$ cat config.mk
export PLATFORM = sky130hd
export DESIGN_NAME = regfile_wb_arbiter
export DESIGN_NICKNAME = d
export VERILOG_FILES = /design/src/rtl/regfile_wb_arbiter.sv
export SDC_FILE = /design/constraint.sdc
export NUM_CORES = 1
export LEC_CHECK = 0
export ABC_CLOCK_PERIOD_IN_PS = 6800
export BUFFER_PORTS_ARGS = -buffer_cell sky130_fd_sc_hd__buf_4
export CAP_MARGIN = 20
export CORE_ASPECT_RATIO = 0.6
export CORE_UTILIZATION = 51
export DETAILED_ROUTE_END_ITERATION = 6
export GPL_ROUTABILITY_DRIVEN = 1
export GPL_TIMING_DRIVEN = 1
export HOLD_SLACK_MARGIN = 0.1
export PLACE_DENSITY_LB_ADDON = 0.05
export SLEW_MARGIN = 20
export SYNTH_ARGS = -nofsm -noshare
export SYNTH_HDL_FRONTEND = slang
export SYNTH_SLANG_ARGS = --single-unit
export TNS_END_PERCENT = 50
$ cat constraint.sdc
create_clock -name clk -period 6.8 [get_ports clk]
set_input_delay 2.04 -clock clk [delete_from_list [all_inputs] [get_ports clk]]
set_output_delay 2.04 -clock clk [all_outputs]
set_load 0.02 [all_outputs]
$ cat src/rtl/regfile_wb_arbiter.sv
// Writeback arbiter for the register-file write port, with a pending-write scoreboard and rs/rt hazard flag.
// Define REGFILE_WB_FIXED_PRIO_EN to make A always win ties (no last-grant flop); default is round-robin.
module regfile_wb_arbiter #(
    parameter int DATA_WIDTH  = 32,
    parameter int INDEX_WIDTH = 5
) (
    input  logic                        clk,
    input  logic                        reset,
    input  logic                        issue_valid,
    input  logic [INDEX_WIDTH-1:0]      issue_index,
    input  logic [INDEX_WIDTH-1:0]      rs_index,
    input  logic [INDEX_WIDTH-1:0]      rt_index,
    output logic                        hazard,
    input  logic                        a_valid,
    input  logic [INDEX_WIDTH-1:0]      a_index,
    input  logic [DATA_WIDTH-1:0]       a_data,
    output logic                        a_ready,
    input  logic                        b_valid,
    input  logic [INDEX_WIDTH-1:0]      b_index,
    input  logic [DATA_WIDTH-1:0]       b_data,
    output logic                        b_ready,
    output logic                        write_enable,
    output logic [INDEX_WIDTH-1:0]      rd_index,
    output logic [DATA_WIDTH-1:0]       rd_data,
    output logic [2**INDEX_WIDTH-1:0]   busy_mask
);

    localparam int NUM_REGS = 2**INDEX_WIDTH;

    logic                   grant_a;
    logic                   grant_b;
    logic [INDEX_WIDTH-1:0] wr_index;
    logic [DATA_WIDTH-1:0]  wr_data;
    logic                   we_d, we_q;
    logic [INDEX_WIDTH-1:0] index_d, index_q;
    logic [DATA_WIDTH-1:0]  data_d, data_q;
    logic [NUM_REGS-1:0]    busy_set, busy_clr;
    logic [NUM_REGS-1:0]    busy_d, busy_q;

`ifdef REGFILE_WB_FIXED_PRIO_EN
    always_comb begin
        grant_a = a_valid && !reset;
        grant_b = b_valid && !a_valid && !reset;
    end
`else
    typedef enum logic {
        GRANT_A = 1'b0,
        GRANT_B = 1'b1
    } grant_e;

    grant_e last_grant_d, last_grant_q;

    // Gating with reset makes both readies fall the instant reset rises, not at the next edge.
    always_comb begin
        // NOTE: every output of a combinational block gets a default first, so no path leaves it unassigned (no latch).
        grant_a      = 1'b0;
        grant_b      = 1'b0;
        last_grant_d = last_grant_q;
        if (!reset) begin
            if (a_valid && b_valid) begin
                grant_a = (last_grant_q == GRANT_B);
                grant_b = (last_grant_q == GRANT_A);
            end else begin
                grant_a = a_valid;
                grant_b = b_valid;
            end
        end
        if (grant_a) begin
            last_grant_d = GRANT_A;
        end else if (grant_b) begin
            last_grant_d = GRANT_B;
        end
    end

    always_ff @(posedge clk or posedge reset) begin
        if (reset) begin
            last_grant_q <= GRANT_B;
        end else begin
            // NOTE: flops always use non-blocking assignment so every register samples pre-edge values.
            last_grant_q <= last_grant_d;
        end
    end
`endif

    assign a_ready = grant_a;
    assign b_ready = grant_b;

    always_comb begin
        wr_index = a_index;
        wr_data  = a_data;
        if (grant_b) begin
            wr_index = b_index;
            wr_data  = b_data;
        end
        // r0 is hardwired: the transfer is accepted but never reaches the register file.
        we_d    = (grant_a || grant_b) && (wr_index != '0);
        index_d = we_d ? wr_index : index_q;
        data_d  = we_d ? wr_data  : data_q;
    end

    // Clear on the commit edge, set on the reservation edge; set is applied last so a new reservation survives.
    always_comb begin
        busy_clr = '0;
        busy_set = '0;
        if (we_q) begin
            busy_clr[index_q] = 1'b1;
        end
        if (issue_valid && (issue_index != '0)) begin
            busy_set[issue_index] = 1'b1;
        end
        busy_d = (busy_q & ~busy_clr) | busy_set;
    end

    always_ff @(posedge clk or posedge reset) begin
        if (reset) begin
            we_q    <= 1'b0;
            index_q <= '0;
            data_q  <= '0;
            busy_q  <= '0;
        end else begin
            we_q    <= we_d;
            index_q <= index_d;
            data_q  <= data_d;
            busy_q  <= busy_d;
        end
    end

    assign hazard       = ((rs_index != '0) && busy_q[rs_index]) ||
                          ((rt_index != '0) && busy_q[rt_index]);
    assign write_enable = we_q;
    assign rd_index     = index_q;
    assign rd_data      = data_q;
    assign busy_mask    = busy_q;

endmodule

==> results of run 1 <==
sequential cells by signal, summed over array words and instances (netlist names):
signal	count
busy_mask	32
rd_data	32
rd_index	5
last_grant_q	1
write_enable	1
worst max-delay path, cell delays in order:
cell	delay, ns
buf_4	0.17
mux4_1	0.58
mux2_2	0.28
a311oi_1	0.30
nand4_1	0.14
buf_4	0.18
stage by stage:
stage               hold slack, ns  worst slack [ns]  utilization  power, µW
finish                       0.518              1.07        0.780       1890
global route                 0.569              1.05        0.780       1960
CTS                          0.521              1.09        0.780       1870
detailed placement           0.512              1.14        0.729       1320
global placement             0.484              1.19        0.729       1300
floorplan                    0.470             0.622            -        978
power by group through the flow:
stage	Combinational [µW]	Clock, µW	Sequential (µW)
after floorplan	217	0	762
after global placement	624	0	672
after detailed placement	642	0	677
after CTS	651	549	674
after global routing	697	569	691
final	655	547	687
layer usage:
layer | GRT usage | wire (µm)
met4 | 0.162 | 314
met2 | 0.551 | 5840
met1 | 0.445 | 5140
met3 | 0.111 | 1570
met5 | 0 | 0
kinds of logic (layout without fill, tap and decap cells):
| logic type | after synthesis | count (layout) | synth area share |
|---|---|---|---|
| AO/OA/AOI/OAI | 113 | 113 | 0.181 |
| buffers and inverters | 27 | 193 | 0.0316 |
| flip-flops | 71 | 71 | 0.483 |
| multiplexers | 22 | 22 | 0.109 |
| AND/OR/NAND/NOR | 159 | 159 | 0.195 |
final timing paths:
path                                 to  cells past startpoint
setup / recovery                 hazard                      6
hold / removal             last_grant_q                      2
setup reg to reg            rd_data[14]                      8
hold reg to reg            last_grant_q                      2
max in group asynchronous   rd_data[20]                      3
min in group asynchronous    rd_data[7]                      3
cell usage after synthesis, drive strengths merged (7+ instances only):
master and instances:
nand2 79, dfrtp 70, o21ai 65, nor2 41
a31oi 35, clkbuf 13, mux4 12, nand3b 11
nand3 8, buf 7, inv 7, mux2i 7
area by class of cell:
class,instances,area [µm²]
sequential,71,1780
clock inverter,7,121
multi-input combinational,294,1790
tap,87,109
clock buffer,9,225
inverter,7,26.3
fill,449,1500
timing repair buffer,170,1280
==> flow_summary.toml, run 1 <==
[clock_network]
hold_buffers = 0
clk_root_buffer_cell = "clkbuf_16"
cts_resized = 0
cts_tree = "built"
cts_sinks = 71
clk_latency_ns = 0.34
htree_levels = 3
clockBufferDepth = 2
cts_buffers = 9
postCtsSetupBuffers = 0
cts.clk_slew.worst_paths_ns = 0.06

[timing]
slew_viol_final = 0
min_period_over_period = 0.843
finalCriticalPeriod_ns = 5.73
relSlewSlack = 0.401
skew_ns = 0.00785
grt_setup_unrepaired = "no"
fmax_ghz = 0.174
setup_viol = 0
worstMarginPinSlew_ns = 0.899
hold_violations = 0
setup_tns_ns = 0

[power_and_ir_drop]
p_switching_uw = 694
pwr-share-seq = 0.363
p_int_uw = 1190
power.density_mw_per_mm2 = 355
pwr-share-clk = 0.290
p_sw_frac = 0.368
leakage_uw = 0.00237
ir_worst_vdd_v = 0.000184
power_frac_comb = 0.347

[place]
placedCellCount = 629
port-buffer-count = 166
finalWeightedCongestion = 0.931
placed_area_mm2 = 0.00497
dp_hpwl_um = 9010

[floorplanning]
start_util = 0.540
die_h_um = 67.8
floorplan.die_area_mm2 = 0.00757
num_rows = 23
coreArea_mm2 = 0.00682
dieWidth_um = 112
io_pins = 167

[logic_synthesis]
synth_area_mm2 = 0.00368
ys_types = 39
synth_top_cell_area_share = 0.476
yosys_register_bits = 71
syn_nets = 486
yosys.area.top_type = "dfrtp_1"
synthFlopType = "dfrtp_1"
syn_inst = 392
syn_avg_cell_area_um2 = 9.39
ys_seq_area_frac = 0.483
synth_edf_count = 0
ys_async_sr_fraction = 1.00
yosysWarnings = 0
ys_top_cells_by_area = "dfrtp_1 (48%), o21ai_0 (8.8%), nand2_1 (8.1%)"

[setup_path]
endpoint_kind = "primary output"
crit_start = "rs_index[1]"
reg2reg_slack_ns = 4.14
arrival_ns = 3.69
r2r_start = "last_grant_q"
crit_type = "primary input to primary output"
critPathLaunchType = "primary input"
cp.required_ns = 4.76
path_max_fanout = 9

[routing]
via_per_inst = 6.17
vias = 3981
first_pass_iters = 7
drtIter0Drc = 416
wl_per_cell_um = 19.9
detail-route-antenna-nets = 0
wirelength_um = 12900
drc_errors = 10

[flow_run]
maxCapViolations = 0

[worst_hold_path]
worstHoldStart = "last_grant_q"
hold_path_class = "flip-flop to flip-flop"

[layout]
n_antenna_cell = 0
nNetsFinal = 647
syn_to_final_growth_pct = 44.6
drive_above_1_share = 0.364
mostFrequentLayoutCell = "buf_4"
finalInstanceArea_mm2 = 0.00532
final_cells = 645
mostFrequentLayoutCells = "buf_4 (170), nand2_1 (79), dfrtp_1 (70)"

[global_routing]
grt_max_degree = 73
grt_pass1_wl_um = 19700
grtUsageTotal = 0.349
grt_pass1_vias = 3785
grt_antenna_before_repair = 0
grt.overflow.total = 0

[run_status]
violations = "design-rule violations"
outcome = "finished with violations"
No activity file was read; power rests on OpenSTA's default activity.
==> run 2, diff against run 1 <==
- ABC_AREA: default -> 1
- ABC_CLOCK_PERIOD_IN_PS: 6800 -> 5700
- CORE_UTILIZATION: 51 -> 49
- clock period: 6.8 -> 5.7 ns (I/O delays scaled with it)
==> run 2 against run 1 <==
The run now ends clean. Total power increased by 21%. Area after synthesis increased by 11%. First-iteration DRC count rose by 39%.
==> flow_summary.toml, run 2 <==
[run_status]
outcome = "finished, final reports clean"

[power_and_ir_drop]
leakage_uw = 0.00318
power.density_mw_per_mm2 = 403
ir_worst_vdd_v = 0.000240

[setup_path]
r2r_cells = 9
crit_path_end = "hazard"
critPathLaunchType = "primary input"
crit_chain = "buf_4, inv_1, nand2_1, nand3_1, nand3_1, nand3_1, nand2_1, nand2_1, nand2_1, inv_1, nand2_1, buf_4"
cp.required_ns = 3.99
r2r_start = "last_grant_q"
crit_start = "rs_index[0]"
critPathSlowestCell = "inv_1"
path_max_fanout = 18
reg2reg_slack_ns = 3.22
arrival_ns = 3.19
cp_top_family = "buffers and inverters"
endpoint_kind = "primary output"
crit_type = "primary input to primary output"
crit_buf_inv = 4
timing.rr.end = "rd_index[2]"
crit_top_cell = "nand2_1"
cpPeakStageDelay_ns = 0.42
cp_num_cells = 12

[place]
dp_hpwl_um = 10200
place_ws_ns = 0.892
port-buffer-count = 166
finalWeightedCongestion = 0.892

[timing]
relSlewSlack = 0.431
setup_ws_ns = 0.800
finalCriticalPeriod_ns = 4.90
fmax_ghz = 0.204
slew_viol_final = 0
worstMarginPinSlew_ns = 0.852
grt_setup_unrepaired = "no"
whs_ns = 0.481
min_period_over_period = 0.860
setup_viol = 0
hold_violations = 0
setup_tns_ns = 0
skew_ns = 0.00839

[global_routing]
grtUsageTotal = 0.318
grt_pass1_wl_um = 21300
grt_max_degree = 41
grt_pass1_vias = 4326
grt_antenna_before_repair = 0
grt.overflow.total = 0

[layout]
nNetsFinal = 872
drive_above_1_share = 0.246
mostFrequentLayoutCells = "nand2_1 (311), buf_4 (169), dfrtp_1 (70)"
mostFrequentLayoutCell = "nand2_1"
n_antenna_cell = 0
num-fill-cells = 689
syn_to_final_growth_pct = 38.3

[clock_network]
hold_buffers = 0
cts_resized = 0
cts_tree = "built"
cts.clk_slew.worst_paths_ns = 0.05
postCtsSetupBuffers = 0
htree_levels = 3
clk_root_buffer_cell = "clkbuf_16"
clockBufferDepth = 2
cts_buffers = 9
clk_latency_ns = 0.33
cts_sinks = 71

[routing]
wirelength_um = 13200
drtIter0Drc = 580
vias = 4767
drc_errors = 0
detail-route-antenna-nets = 0
first_pass_iters = 6
via_per_inst = 5.35
wl_per_cell_um = 14.9

[logic_synthesis]
synth_top_family_by_area = "simple AND/OR/NAND/NOR gates"
yosysMostFrequentCell = "nand2_1"
synth_top_cell_area_share = 0.429
ys_top_cells_by_area = "dfrtp_1 (43%), nand2_1 (29%), nand3_1 (7.8%)"
synth_area_mm2 = 0.00409
syn_nets = 713
synth_edf_count = 0
synthTopCellsByCount = "nand2_1 (311), dfrtp_1 (70), nand3_1 (64)"
syn_inst = 619
yosys.area.top_type = "dfrtp_1"
synth_mux_area_frac = 0
synth_adder_area_share = 0
synth_xor_area_frac = 0
synthSimpleGateAreaFrac = 0.388
ys_async_sr_fraction = 1.00
ys_types = 24
yosys_register_bits = 71
synthFlopType = "dfrtp_1"
syn_avg_cell_area_um2 = 6.60
yosysWarnings = 0
synth_compound_area_frac = 0.0916
ys_seq_area_frac = 0.435

[floorplanning]
floorplan.die_area_mm2 = 0.00872
die_h_um = 72.7
num_rows = 25
coreArea_mm2 = 0.00798
dieWidth_um = 120
start_util = 0.512
io_pins = 167

[flow_run]
maxCapViolations = 0

[worst_hold_path]
hold_path_class = "flip-flop to flip-flop"
==> run 2: cell types whose count changed after synthesis, moves of 7 or more <==
cell      change
mux4_1        -7
mux2i_1       -7
inv_1        +53
a31oi_1      -33
nor2_1       -29
nand3b_1     -11
nand2_1     +232
nand3_1      +56
==> run 2: area by class of cell <==
cell class | count | area [µm²] | area share
clock buffers | 13 | 260 | 0.0461
clock inverters | 3 | 17.5 | 0.00310
inverters | 61 | 229 | 0.0405
multi-input cells | 466 | 1960 | 0.347
flip-flops and latches | 71 | 1780 | 0.315
well taps | 108 | 135 | 0.0239
repair buffers | 169 | 1270 | 0.225
==> run 2: cells by family after synthesis <==
group                  after synthesis
AO/OA/AOI/OAI                       71
AND/OR/NAND/NOR                    395
flip-flops                          71
buffers and inverters               82
==> run 2: how the worst min path moves through the flow <==
| stage | start | to | slack (ns) | cells after the start |
|---|---|---|---|---|
| 6_report | rd_data[23] | rd_data[23] | 0.48 | 2 |
| 4_1_cts | rd_data[7] | rd_data[7] | 0.48 | 2 |
| 2_1_floorplan | last_grant_q | last_grant_q | 0.52 | 2 |
| 5_1_grt | rd_data[7] | rd_data[7] | 0.50 | 2 |
| 3_5_place_dp | rd_data[7] | rd_data[7] | 0.47 | 2 |
| 3_3_place_gp | rd_data[0] | rd_data[0] | 0.46 | 2 |
==> run 2: where the power goes <==
part           internal, µW  switching [µW]
Sequential              660             157
Combinational           373             569
Clock                   317             203
==> run 2: worst register-to-register path: stages (launching register included) <==
cell,delay [ns]
dfstp_2,0.53
nand2_1,0.06
nand2_2,0.08
buf_4,0.35
nand2_1,0.09
o21ai_1,0.13
nand3_1,0.19
o21bai_4,0.71
nand2_1,0.15
nand2_1,0.12
==> run 2: stage by stage <==
| stage | instance area, µm² | power (µW) | utilization | std cells |
|---|---|---|---|---|
| after floorplan | 4090 | 1300 | - | 619 |
| after global placement | 5370 | 1730 | 0.673 | 875 |
| after detailed placement | 5370 | 1740 | 0.673 | 875 |
| after CTS | 5650 | 2270 | 0.708 | 891 |
| after global routing | 5650 | 2410 | 0.708 | 891 |
| final | 5650 | 2280 | 0.708 | 891 |
==> run 2: per-layer routing <==
metal / up-vias / GRT usage / wire length (µm)
met3: 17 / 0.109 / 1650
met2: 278 / 0.474 / 5530
met5: - / 0 / 0
met1: 2217 / 0.451 / 5920
met4: 0 / 0.0653 / 145
li1: 2255 / - / -
==> run 3, diff against run 2 <==
- BUFFER_PORTS_ARGS: -buffer_cell sky130_fd_sc_hd__buf_4 -> -buffer_cell sky130_fd_sc_hd__buf_2
- CORE_MARGIN: default -> 2
==> run 3 against run 2 <==
Worst setup slack got worse by 0.094 ns. Critical path depth increased by 2. Global-route usage decreased by 2.2 points. Sequential share of layout area increased by 2.2 points. Combinational power decreased by 12%. Register-to-register slack got worse by 0.02 ns. First-iteration DRC count decreased by 18%. Largest cell class unchanged. Final cell count unchanged. Via count decreased by 2.2%. Non-clock buffer count unchanged.
==> flow_summary.toml, run 3 (synthesis results as in run 2) <==
[timing]
setup_ws_ns = 0.705
finalCriticalPeriod_ns = 4.99
worstMarginPinSlew_ns = 0.850
skew_ns = 0.00396
setup_viol = 0
slew_viol_final = 0
grt_setup_unrepaired = "no"
hold_violations = 0
relSlewSlack = 0.432
min_period_over_period = 0.876
setup_tns_ns = 0
fmax_ghz = 0.200

[power_and_ir_drop]
leakage_uw = 0.00306
ir_worst_vdd_v = 0.000240
total_power_uw = 2240
power.density_mw_per_mm2 = 425

[routing]
drtIter0Drc = 478
wl_per_cell_um = 14.5
wirelength_um = 13000
detail-route-antenna-nets = 0
first_pass_iters = 5
via_per_inst = 5.23
vias = 4664
drc_errors = 0

[setup_path]
arrival_ns = 3.28
timing.rr.end = "rd_data[2]"
reg2reg_slack_ns = 3.20
endpoint_kind = "primary output"
critPathLaunchType = "primary input"
r2r_start = "last_grant_q"
cp.required_ns = 3.99
path_max_fanout = 18
r2r_cells = 9
crit_type = "primary input to primary output"

[place]
placed_area_mm2 = 0.00496
dp_hpwl_um = 9610
finalWeightedCongestion = 0.973
place_ws_ns = 0.786
port-buffer-count = 166

[worst_hold_path]
hold_path_class = "flip-flop to flip-flop"
whs_endpoint = "rd_data[8]"
hold_depth = 2
worstHoldStart = "rd_data[8]"

[clock_network]
cts_buffers = 9
clk_latency_ns = 0.33
hold_buffers = 0
clk_root_buffer_cell = "clkbuf_16"
postCtsSetupBuffers = 0
clockBufferDepth = 2
cts_tree = "built"
cts.clk_slew.worst_paths_ns = 0.05
cts_resized = 0
htree_levels = 3
cts_sinks = 71

[floorplanning]
start_util = 0.512
dieWidth_um = 122
floorplan.die_area_mm2 = 0.00911
io_pins = 167
coreArea_mm2 = 0.00798
num_rows = 25
die_h_um = 74.7

[global_routing]
grt_pass1_wl_um = 20800
grt_antenna_before_repair = 0
grtUsageTotal = 0.296
grt_max_degree = 49
grt_pass1_vias = 4264
grt.overflow.total = 0

[flow_run]
maxCapViolations = 0

[layout]
finalInstanceArea_mm2 = 0.00528
mostFrequentLayoutCells = "nand2_1 (311), buf_2 (166), dfrtp_1 (70)"
nNetsFinal = 872
n_antenna_cell = 0
drive_above_1_share = 0.246
syn_to_final_growth_pct = 29.3
mostFrequentLayoutCell = "nand2_1"
final_util = 0.662

[run_status]
outcome = "finished, final reports clean"
## run 3: how the worst max path moves through the flow
stage / endpoint / slack (ns) / startpoint / depth (start not counted)
floorplan: hazard / 1.21 / rt_index[1] / 12
global placement: hazard / 0.81 / rs_index[0] / 14
detailed placement: hazard / 0.79 / rs_index[0] / 14
CTS: hazard / 0.79 / rs_index[0] / 14
global route: hazard / 0.52 / rs_index[0] / 14
finish: hazard / 0.71 / rs_index[0] / 14
## run 3: critical path: stages
cell and delay (ns):
buf_2 0.30, inv_1 0.35, nand2_1 0.16, nand3_1 0.07, nand2_1 0.13, nand2_1 0.06, nand2_1 0.06, inv_1 0.04
nand2_1 0.05, nand2_1 0.05, nand2_1 0.06, inv_1 0.03, nand2_1 0.05, buf_2 0.15
## run 3: layout make-up
type	instances	area [µm²]
sequential	71	1780
timing repair buffer	169	853
multi-input combinational	466	1960
clock inverter	3	65.1
clock buffer	13	260
tap	108	135
inverter	61	230
fill	739	2690
## run 3: metrics by stage
| stage | instances | hold slack [ns] |
|---|---|---|
| after floorplan | 619 | 0.521 |
| after global placement | 875 | 0.458 |
| after detailed placement | 875 | 0.460 |
| after CTS | 891 | 0.475 |
| after global routing | 891 | 0.506 |
| final | 891 | 0.474 |
## run 3: layer usage
| metal | track usage | routed length [µm] |
|---|---|---|
| met1 | 0.430 | 6120 |
| met2 | 0.453 | 5360 |
| met3 | 0.0856 | 1380 |
| met4 | 0.0511 | 93 |
| met5 | 0 | 0 |
## run 3: power breakdown
part	leakage [µW]	internal (µW)	switching (µW)	total [µW]
clock	0.000160	407	206	613
sequential	0.000814	660	138	798
combinational	0.00208	270	563	833
